## src/rtl/player_hit_ctrl.sv

```systemverilog
// player_hit_ctrl
//   Character-vs-boss contact damage controller. Registers a box-overlap flag
//   every clock, applies CONTACT_DMG once per hit on frame ticks, then holds the
//   player invulnerable for IFRAME_FRAMES frame ticks. Reaching 0 HP latches the
//   player dead until game_active drops, which reloads the player for a new game.
//
// Ports:
//   clk, rst          clock, asynchronous active-high reset
//   frame_tick        one-cycle pulse per video frame
//   game_active       high while gameplay runs; low reloads the player
//   char_x, char_y    character box top-left corner (box is CHAR_LNG x CHAR_HGT)
//   boss_x, boss_y    boss box top-left corner
//   boss_lng, boss_hgt boss box width / height
//   boss_hp           boss HP, 0 = defeated (harmless)
//   player_hp         current player HP
//   hit_pulse         one-cycle pulse per applied hit
//   invuln            high during the invulnerability window
//   player_dead       high while player HP is 0
module player_hit_ctrl #(
    parameter int unsigned CHAR_LNG      = 48,
    parameter int unsigned CHAR_HGT      = 64,
    parameter int unsigned PLAYER_HP_MAX = 6,
    parameter int unsigned CONTACT_DMG   = 1,
    parameter int unsigned IFRAME_FRAMES = 60
) (
    input  logic        clk,
    input  logic        rst,
    input  logic        frame_tick,
    input  logic        game_active,
    input  logic [11:0] char_x,
    input  logic [11:0] char_y,
    input  logic [11:0] boss_x,
    input  logic [11:0] boss_y,
    input  logic [11:0] boss_lng,
    input  logic [11:0] boss_hgt,
    input  logic [6:0]  boss_hp,
    output logic [3:0]  player_hp,
    output logic        hit_pulse,
    output logic        invuln,
    output logic        player_dead
);

    localparam int unsigned CNT_W = (IFRAME_FRAMES < 2) ? 1 : $clog2(IFRAME_FRAMES + 1);

    localparam logic [1:0] ST_ALIVE  = 2'd0;
    localparam logic [1:0] ST_INVULN = 2'd1;
    localparam logic [1:0] ST_DEAD   = 2'd2;

    localparam logic [3:0]       HP_MAX      = 4'(PLAYER_HP_MAX);
    localparam logic [3:0]       DMG         = (CONTACT_DMG > 15) ? 4'hF : 4'(CONTACT_DMG);
    localparam logic [CNT_W-1:0] IFRAME_LOAD = CNT_W'(IFRAME_FRAMES);
    localparam logic [CNT_W-1:0] CNT_ONE     = CNT_W'(1);

    logic [1:0]       state_q, state_d;
    logic [3:0]       hp_q, hp_d;
    logic [CNT_W-1:0] cnt_q, cnt_d;
    logic             hit_q, hit_d;
    logic             overlap_q, overlap_d;

    // Right/bottom edges at 13 bits so 12-bit coordinates plus sizes never wrap.
    logic [12:0] boss_r, boss_b, char_r, char_b;

    always_comb begin
        boss_r    = {1'b0, boss_x} + {1'b0, boss_lng};
        boss_b    = {1'b0, boss_y} + {1'b0, boss_hgt};
        char_r    = {1'b0, char_x} + 13'(CHAR_LNG);
        char_b    = {1'b0, char_y} + 13'(CHAR_HGT);
        // Strict compares: boxes sharing only an edge do not overlap.
        overlap_d = ({1'b0, char_x} < boss_r) && ({1'b0, boss_x} < char_r) &&
                    ({1'b0, char_y} < boss_b) && ({1'b0, boss_y} < char_b);
    end

    always_comb begin
        state_d = state_q;
        hp_d    = hp_q;
        cnt_d   = cnt_q;
        hit_d   = 1'b0;
        if (!game_active) begin
            // Game restart outranks any coincident frame tick.
            state_d = ST_ALIVE;
            hp_d    = HP_MAX;
            cnt_d   = '0;
        end else begin
            case (state_q)
                ST_ALIVE: begin
                    if (frame_tick && overlap_q && (boss_hp != '0)) begin
                        hit_d = 1'b1;
                        hp_d  = (hp_q > DMG) ? (hp_q - DMG) : '0;
                        if (hp_d == '0) begin
                            state_d = ST_DEAD;
                            cnt_d   = '0;
                        end else begin
                            state_d = ST_INVULN;
                            cnt_d   = IFRAME_LOAD;
                        end
                    end
                end
                ST_INVULN: begin
                    if (frame_tick) begin
                        if (cnt_q <= CNT_ONE) begin
                            cnt_d   = '0;
                            state_d = ST_ALIVE;
                        end else begin
                            cnt_d = cnt_q - CNT_ONE;
                        end
                    end
                end
                ST_DEAD: begin
                    hp_d  = '0;
                    cnt_d = '0;
                end
                default: begin
                    state_d = ST_ALIVE;
                    cnt_d   = '0;
                end
            endcase
        end
    end

    always_ff @(posedge clk or posedge rst) begin
        if (rst) begin
            state_q   <= ST_ALIVE;
            hp_q      <= HP_MAX;
            cnt_q     <= '0;
            hit_q     <= 1'b0;
            overlap_q <= 1'b0;
        end else begin
            state_q   <= state_d;
            hp_q      <= hp_d;
            cnt_q     <= cnt_d;
            hit_q     <= hit_d;
            overlap_q <= overlap_d;
        end
    end

    assign player_hp   = hp_q;
    assign hit_pulse   = hit_q;
    assign invuln      = (state_q == ST_INVULN);
    assign player_dead = (state_q == ST_DEAD);

endmodule

```

## config.mk

```make
export PLATFORM = sky130hd
export DESIGN_NAME = player_hit_ctrl
export DESIGN_NICKNAME = d
export VERILOG_FILES = /design/src/rtl/player_hit_ctrl.sv
export SDC_FILE = /design/constraint.sdc
export NUM_CORES = 1
export LEC_CHECK = 0
export ABC_AREA = 1
export ABC_CLOCK_PERIOD_IN_PS = 2100
export BUFFER_PORTS_ARGS = -buffer_cell sky130_fd_sc_hd__buf_2
export CORE_MARGIN = 2
export CORE_UTILIZATION = 39
export DETAILED_ROUTE_END_ITERATION = 12
export PLACE_DENSITY_LB_ADDON = 0.2
export SYNTH_ARGS = -nofsm -noshare
export SYNTH_HDL_FRONTEND = slang
export SYNTH_SLANG_ARGS = --single-unit
```

## constraint.sdc

```tcl
create_clock -name clk -period 2.1 [get_ports clk]
set_input_delay 0.42 -clock clk [delete_from_list [all_inputs] [get_ports clk]]
set_output_delay 0.42 -clock clk [all_outputs]
set_load 0.02 [all_outputs]
```

# After elaboration in Yosys (flattened, before gate mapping)
# Index checks and enable logic that the tools add are counted.
[op_classes]
mux = 19
n_lt_le_gt_ge = 6
n_eq_ne = 7
n_addsub = 6
reduce_logical = 11
[op_table]
columns = ["cell", "n"]
rows = [
  ["12-bit by 13-bit < comparator with 1-bit output", 4],
  ["6-bit 2-to-1 mux", 5],
  ["12-bit by 12-bit adder with 13-bit output", 2],
  ["12-bit by 6-bit adder with 13-bit output (second input constant)", 1],
  ["12-bit by 7-bit adder with 13-bit output (second input constant)", 1],
  ["4-bit 2-to-1 mux", 3],
  ["6-bit one-hot mux with 2 select lines", 1],
  ["2-bit 2-to-1 mux", 5],
  ["4-bit one-hot mux with 2 select lines", 1],
  ["7-bit nonzero test", 1],
  ["6-bit by 1-bit less-or-equal comparator with 1-bit output (second input constant)", 1],
  ["3-bit inequality test (second input constant)", 2],
  ["2-bit one-hot mux with 3 select lines", 1],
  ["6-bit by 1-bit subtractor with 6-bit output (second input constant)", 1],
  ["1-bit logical AND", 5],
  ["4-bit by 1-bit greater-than comparator with 1-bit output (second input constant)", 1],
  ["4-bit logical NOT", 1],
  ["2-bit AND reduction", 2],
  ["4-bit AND reduction", 1],
  ["4-bit by 1-bit subtractor with 4-bit output (second input constant)", 1],
  ["1-bit 2-to-1 mux", 3],
  ["3-bit by 1-bit inequality test with 1-bit output (second input constant)", 1],
  ["3-bit by 2-bit inequality test with 1-bit output (second input constant)", 1],
  ["2-bit by 1-bit equality test with 1-bit output (second input constant)", 1],
  ["other kinds (3)", 3],
]
[totals]
reg_bits = 14
elab_cells = 54
output_inout_bits = 7
input_bits = 83

# Logic depth before layout (Yosys ltp)
[logic_depth]
depth_word = 7
mapped_depth = 22

# Worst setup path before layout
# OpenSTA, ideal clock, no wires.
[synth_path]
kind = "input port to flip-flop"
from = "input port boss_x[0]"
to = "register overlap_q"
path_slack_ns = -0.418
n_path_buf = 0
t_arrival_ns = 2.437
required_time_ns = 2.020
path_stages = 22
path_cell_list = "ha_1 inv_1 fa_1 inv_1 nand2_1 nand2_1 o21ai_2 inv_1 a21oi_2 nor2_1 nor2_2 xor2_1 ha_1 nand2_1 inv_1 nand2_1 nand2_1 nand2_1 nand2_1 nand2_2 nand3_2 nor3_2"
[synth_between]
elab_chain_cells = 5
word_cells_on_any_way = 6
cone_classes = "add/sub (1); order compare (2); reduce/logical (3)"
[synth_rtl]
columns = ["element", "line", "text"]
rows = [
  ["start, declared", "32", "input logic [11:0] boss_x,"],
  ["12-bit by 12-bit adder with 13-bit output", "64", "boss_r = {1'b0, boss_x} + {1'b0, boss_lng};"],
  ["12-bit by 13-bit < comparator with 1-bit output", "69", "overlap_d = ({1'b0, char_x} < boss_r) && ({1'b0, boss_x} < char_r) &&"],
  ["1-bit logical AND (*) (2 in a row)", "69", ""],
  ["1-bit logical AND (*)", "70", "({1'b0, char_y} < boss_b) && ({1'b0, boss_y} < char_b);"],
  ["named net overlap_d", "58", "logic overlap_q, overlap_d;"],
  ["end signal, assigned", "132", "overlap_q <= overlap_d;"],
  ["end, declared", "58", ""],
]
# The timed path passes the listed nets; every way through them passes the cells marked *.
# A chain may end at the register's enable or synchronous reset.

# Final worst setup path
[layout_path]
from = "input port boss_y[0]"
to = "register overlap_q"
[layout_between]
elab_chain_cells = 4
word_cells_on_any_way = 5
cone_classes = "add/sub (1); order compare (2); reduce/logical (2)"
[layout_rtl]
columns = ["element", "line", "text"]
rows = [
  ["start, declared", "33", "input logic [11:0] boss_y,"],
  ["12-bit by 12-bit adder with 13-bit output", "65", "boss_b = {1'b0, boss_y} + {1'b0, boss_hgt};"],
  ["12-bit by 13-bit < comparator with 1-bit output", "70", ""],
  ["1-bit logical AND", "69", ""],
  ["1-bit logical AND (*)", "70", ""],
  ["named net overlap_d", "58", ""],
]
# Marks and branches as above.

==> out/results.txt <==
Reg2reg setup slack - 0.33 ns
Final Max Slew Viols - 0
CP arrival - 2.51 ns
Clock root cell - clkbuf_8
RSZ-0062 raised after global routing - yes
Status - finished with violations
Synth Register Bits - 14
Floorplan row count - 33
Yosys top cell by area - ha_1
Area grow syn2layout - 36.9%
Hpwl dp - 7350 um
Post-Syn Area - 3240 sq um
Net Count, Synth - 623
Wire length per cell - 11.4 um
R2r startpoint - player_hp[1]
First-pass GRT wire length - 14,100 um
Sequential area share after synthesis - 0.109
Initial antenna violation count - 0
Remaining DRCs - 0
Critical path's slowest cell - fa_2
Final setup fails - 1
Most common cell after layout, fill and taps aside - nand2_1
Final hold slack - 0.196 ns
Via count - 3,554
Worst-Skew Late Latency - 0.26 ns
Overflow left after global routing - 0
Initial drt markers - 82
Register-to-Register Path Depth - 10
Violated checks - setup timing
CTS tree - built
CTS Sinks - 14
PD cells - 568 nW/um^2
Slew at the pin with the worst max-slew slack - 0.545 ns
Clock Path Buffers - 2
Vias/cell - 4.91
Nets - 779
Most frequent cells in the layout - nand2_1, buf_2, ha_1
Synth cell types - 34
Clock period minus worst slack - 2.32 ns
Io pins - 90
Die Y-Extent - 95.2 um
Setup crit start kind - primary input
Total power - 2.52 mW
Leak - 2.44 nW
Worst Path Required - 2.28 ns
WL final - 8260 um
Cells after Synth - 464
Levels on crit path - 14
Worst setup endpoint - overlap_q
Buf/Inv on CP - 1
Diode count - 0
Initial Util - 0.399
Clk slew on worst S/H paths - 0.06 ns
Slew HR - 0.637
Post-synth top area share - 0.286
Top cell by count, worst path - nor2_1
Worst min-delay path class - primary input to async pin
Synth area leaders - ha_1, nand2_1, dfrtp_1
Critical path peak fanout - 4
Drt pass-1 iters - 4
CP Launch Point - boss_y[0]
Largest net degree at the start of global routing - 15
Htree depth - 1
Period utilization - 1.11
Final Skew - 0.00376 ns
IO buf count - 89
Kind of cell adding the most delay to the critical path - adder cells
Ys flop type - dfrtp_1
Post-synth EDFFs - 0
Peak VDD IR - 239 uV
Total CTS buffers - 3
Hold-fix buffers, CTS - 0
Yosys warns - 0
Die ar. - 9060 sq um
Crit. End Element - flop
Global-route usage over all layers - 0.188
MaxCap Viol Count - 0
Share of layout cells above drive strength 1 - 0.342
Slowest stage delay, CP - 0.37 ns
Asr flop ratio synth - 1.00
Final worst setup slack - -0.224 ns
Horiz. Die Dim - 95.2 um
RR Endpoint - cnt_q[2]
Core Footprint - 8130 sq um
Max Freq - 430 MHz
Crit-path cells - buf_2 > ha_2 > fa_2 > nand3_2 > nand2_4 > a21oi_4 > nor2_1 > nor2_1 > xor2_1 > ha_1 > a21o_1 > nand4_1 > nand3_1 > nor3_2
Post-route ant nets - 0
Fin. Hold Viols - 0
Avg Cell Area, Syn - 6.99 sq um
Vias in the first global route - 3,430
Crit path kind - primary input to flop
GPL Wtd Cong - 0.857
==> cell type report <==
type	count	area [sq um]
flip-flops and latches	14	353
fillers	810	3700
multi-input cells	396	2770
well taps	105	131
inverters	54	205
repair buffers	151	923
clock buffers	4	55.1
==> worst min path at each step <==
stage | end | startpoint | cells past startpoint
2_1_floorplan | cnt_q[0] | rst | 1
3_3_place_gp | cnt_q[1] | rst | 2
3_5_place_dp | cnt_q[1] | rst | 2
4_1_cts | cnt_q[1] | rst | 2
5_1_grt | cnt_q[2] | rst | 2
6_report | cnt_q[4] | rst | 2
==> registers in the layout, indices dropped and copies added (netlist names) <==
| signal | cells |
|---|---|
| cnt_q | 6 |
| player_hp | 4 |
| hit_pulse | 1 |
| overlap_q | 1 |
| state_q | 2 |
==> timing repair <==
item | 4_1_cts | 5_1_grt
setup endpoints to repair | 1 | 1
setup buffers | 3 | 3
hold endpoints to repair | 0 | 0
pin swaps | 12 | 11
gates resized for setup | 9 | 10
==> power by group <==
group	internal [mW]	switching, mW	total, mW
combinational	0.768	0.999	1.77
sequential	0.379	0.0979	0.477
clock	0.167	0.111	0.278
==> synth_stat cells, types with 2 or more instances <==
library cell	number
dfrtp_1	12
and3_1	2
a21oi_2	6
xnor2_1	10
nand2_1	103
o21ai_1	7
nor2_2	7
ha_1	74
nand4_1	9
o21ai_0	17
dfstp_2	2
nand3_1	24
o21ai_2	6
nand2_2	9
inv_1	53
a21oi_1	33
nor2_1	35
xor2_1	24
a31oi_1	3
a21o_1	3
fa_1	2
nor3_1	6
nor2_4	4
nand3b_1	3
==> routing by layer <==
layer | track usage | vias to the layer above | part of all wire
met5 | 0 | - | 0
met4 | 0.0326 | 0 | 0.0098
met3 | 0.0119 | 7 | 0.034
met2 | 0.345 | 59 | 0.49
met1 | 0.244 | 1606 | 0.47
li1 | - | 1882 | -
==> through the flow <==
stage | setup TNS [ns] | util | cell area, sq um | setup WS [ns] | instances
after floorplan | -0.348 | - | 3260 | -0.348 | 464
after global placement | -0.563 | 0.523 | 4260 | -0.563 | 714
after detailed placement | -0.595 | 0.523 | 4260 | -0.595 | 714
after CTS | -0.231 | 0.537 | 4370 | -0.231 | 721
after global routing | -0.414 | 0.545 | 4440 | -0.414 | 724
final | -0.224 | 0.545 | 4440 | -0.224 | 724
==> cells by family after synthesis <==
| family | Yosys count | share of synthesized area |
|---|---|---|
| XOR/XNOR | 34 | 0.0919 |
| AO/OA/AOI/OAI | 79 | 0.144 |
| AND/OR/NAND/NOR | 207 | 0.294 |
| flip-flops | 14 | 0.109 |
| adder cells (fa/ha/maj) | 76 | 0.298 |
| buffers and inverters | 54 | 0.0625 |
Power figures use the tool's default switching activity.
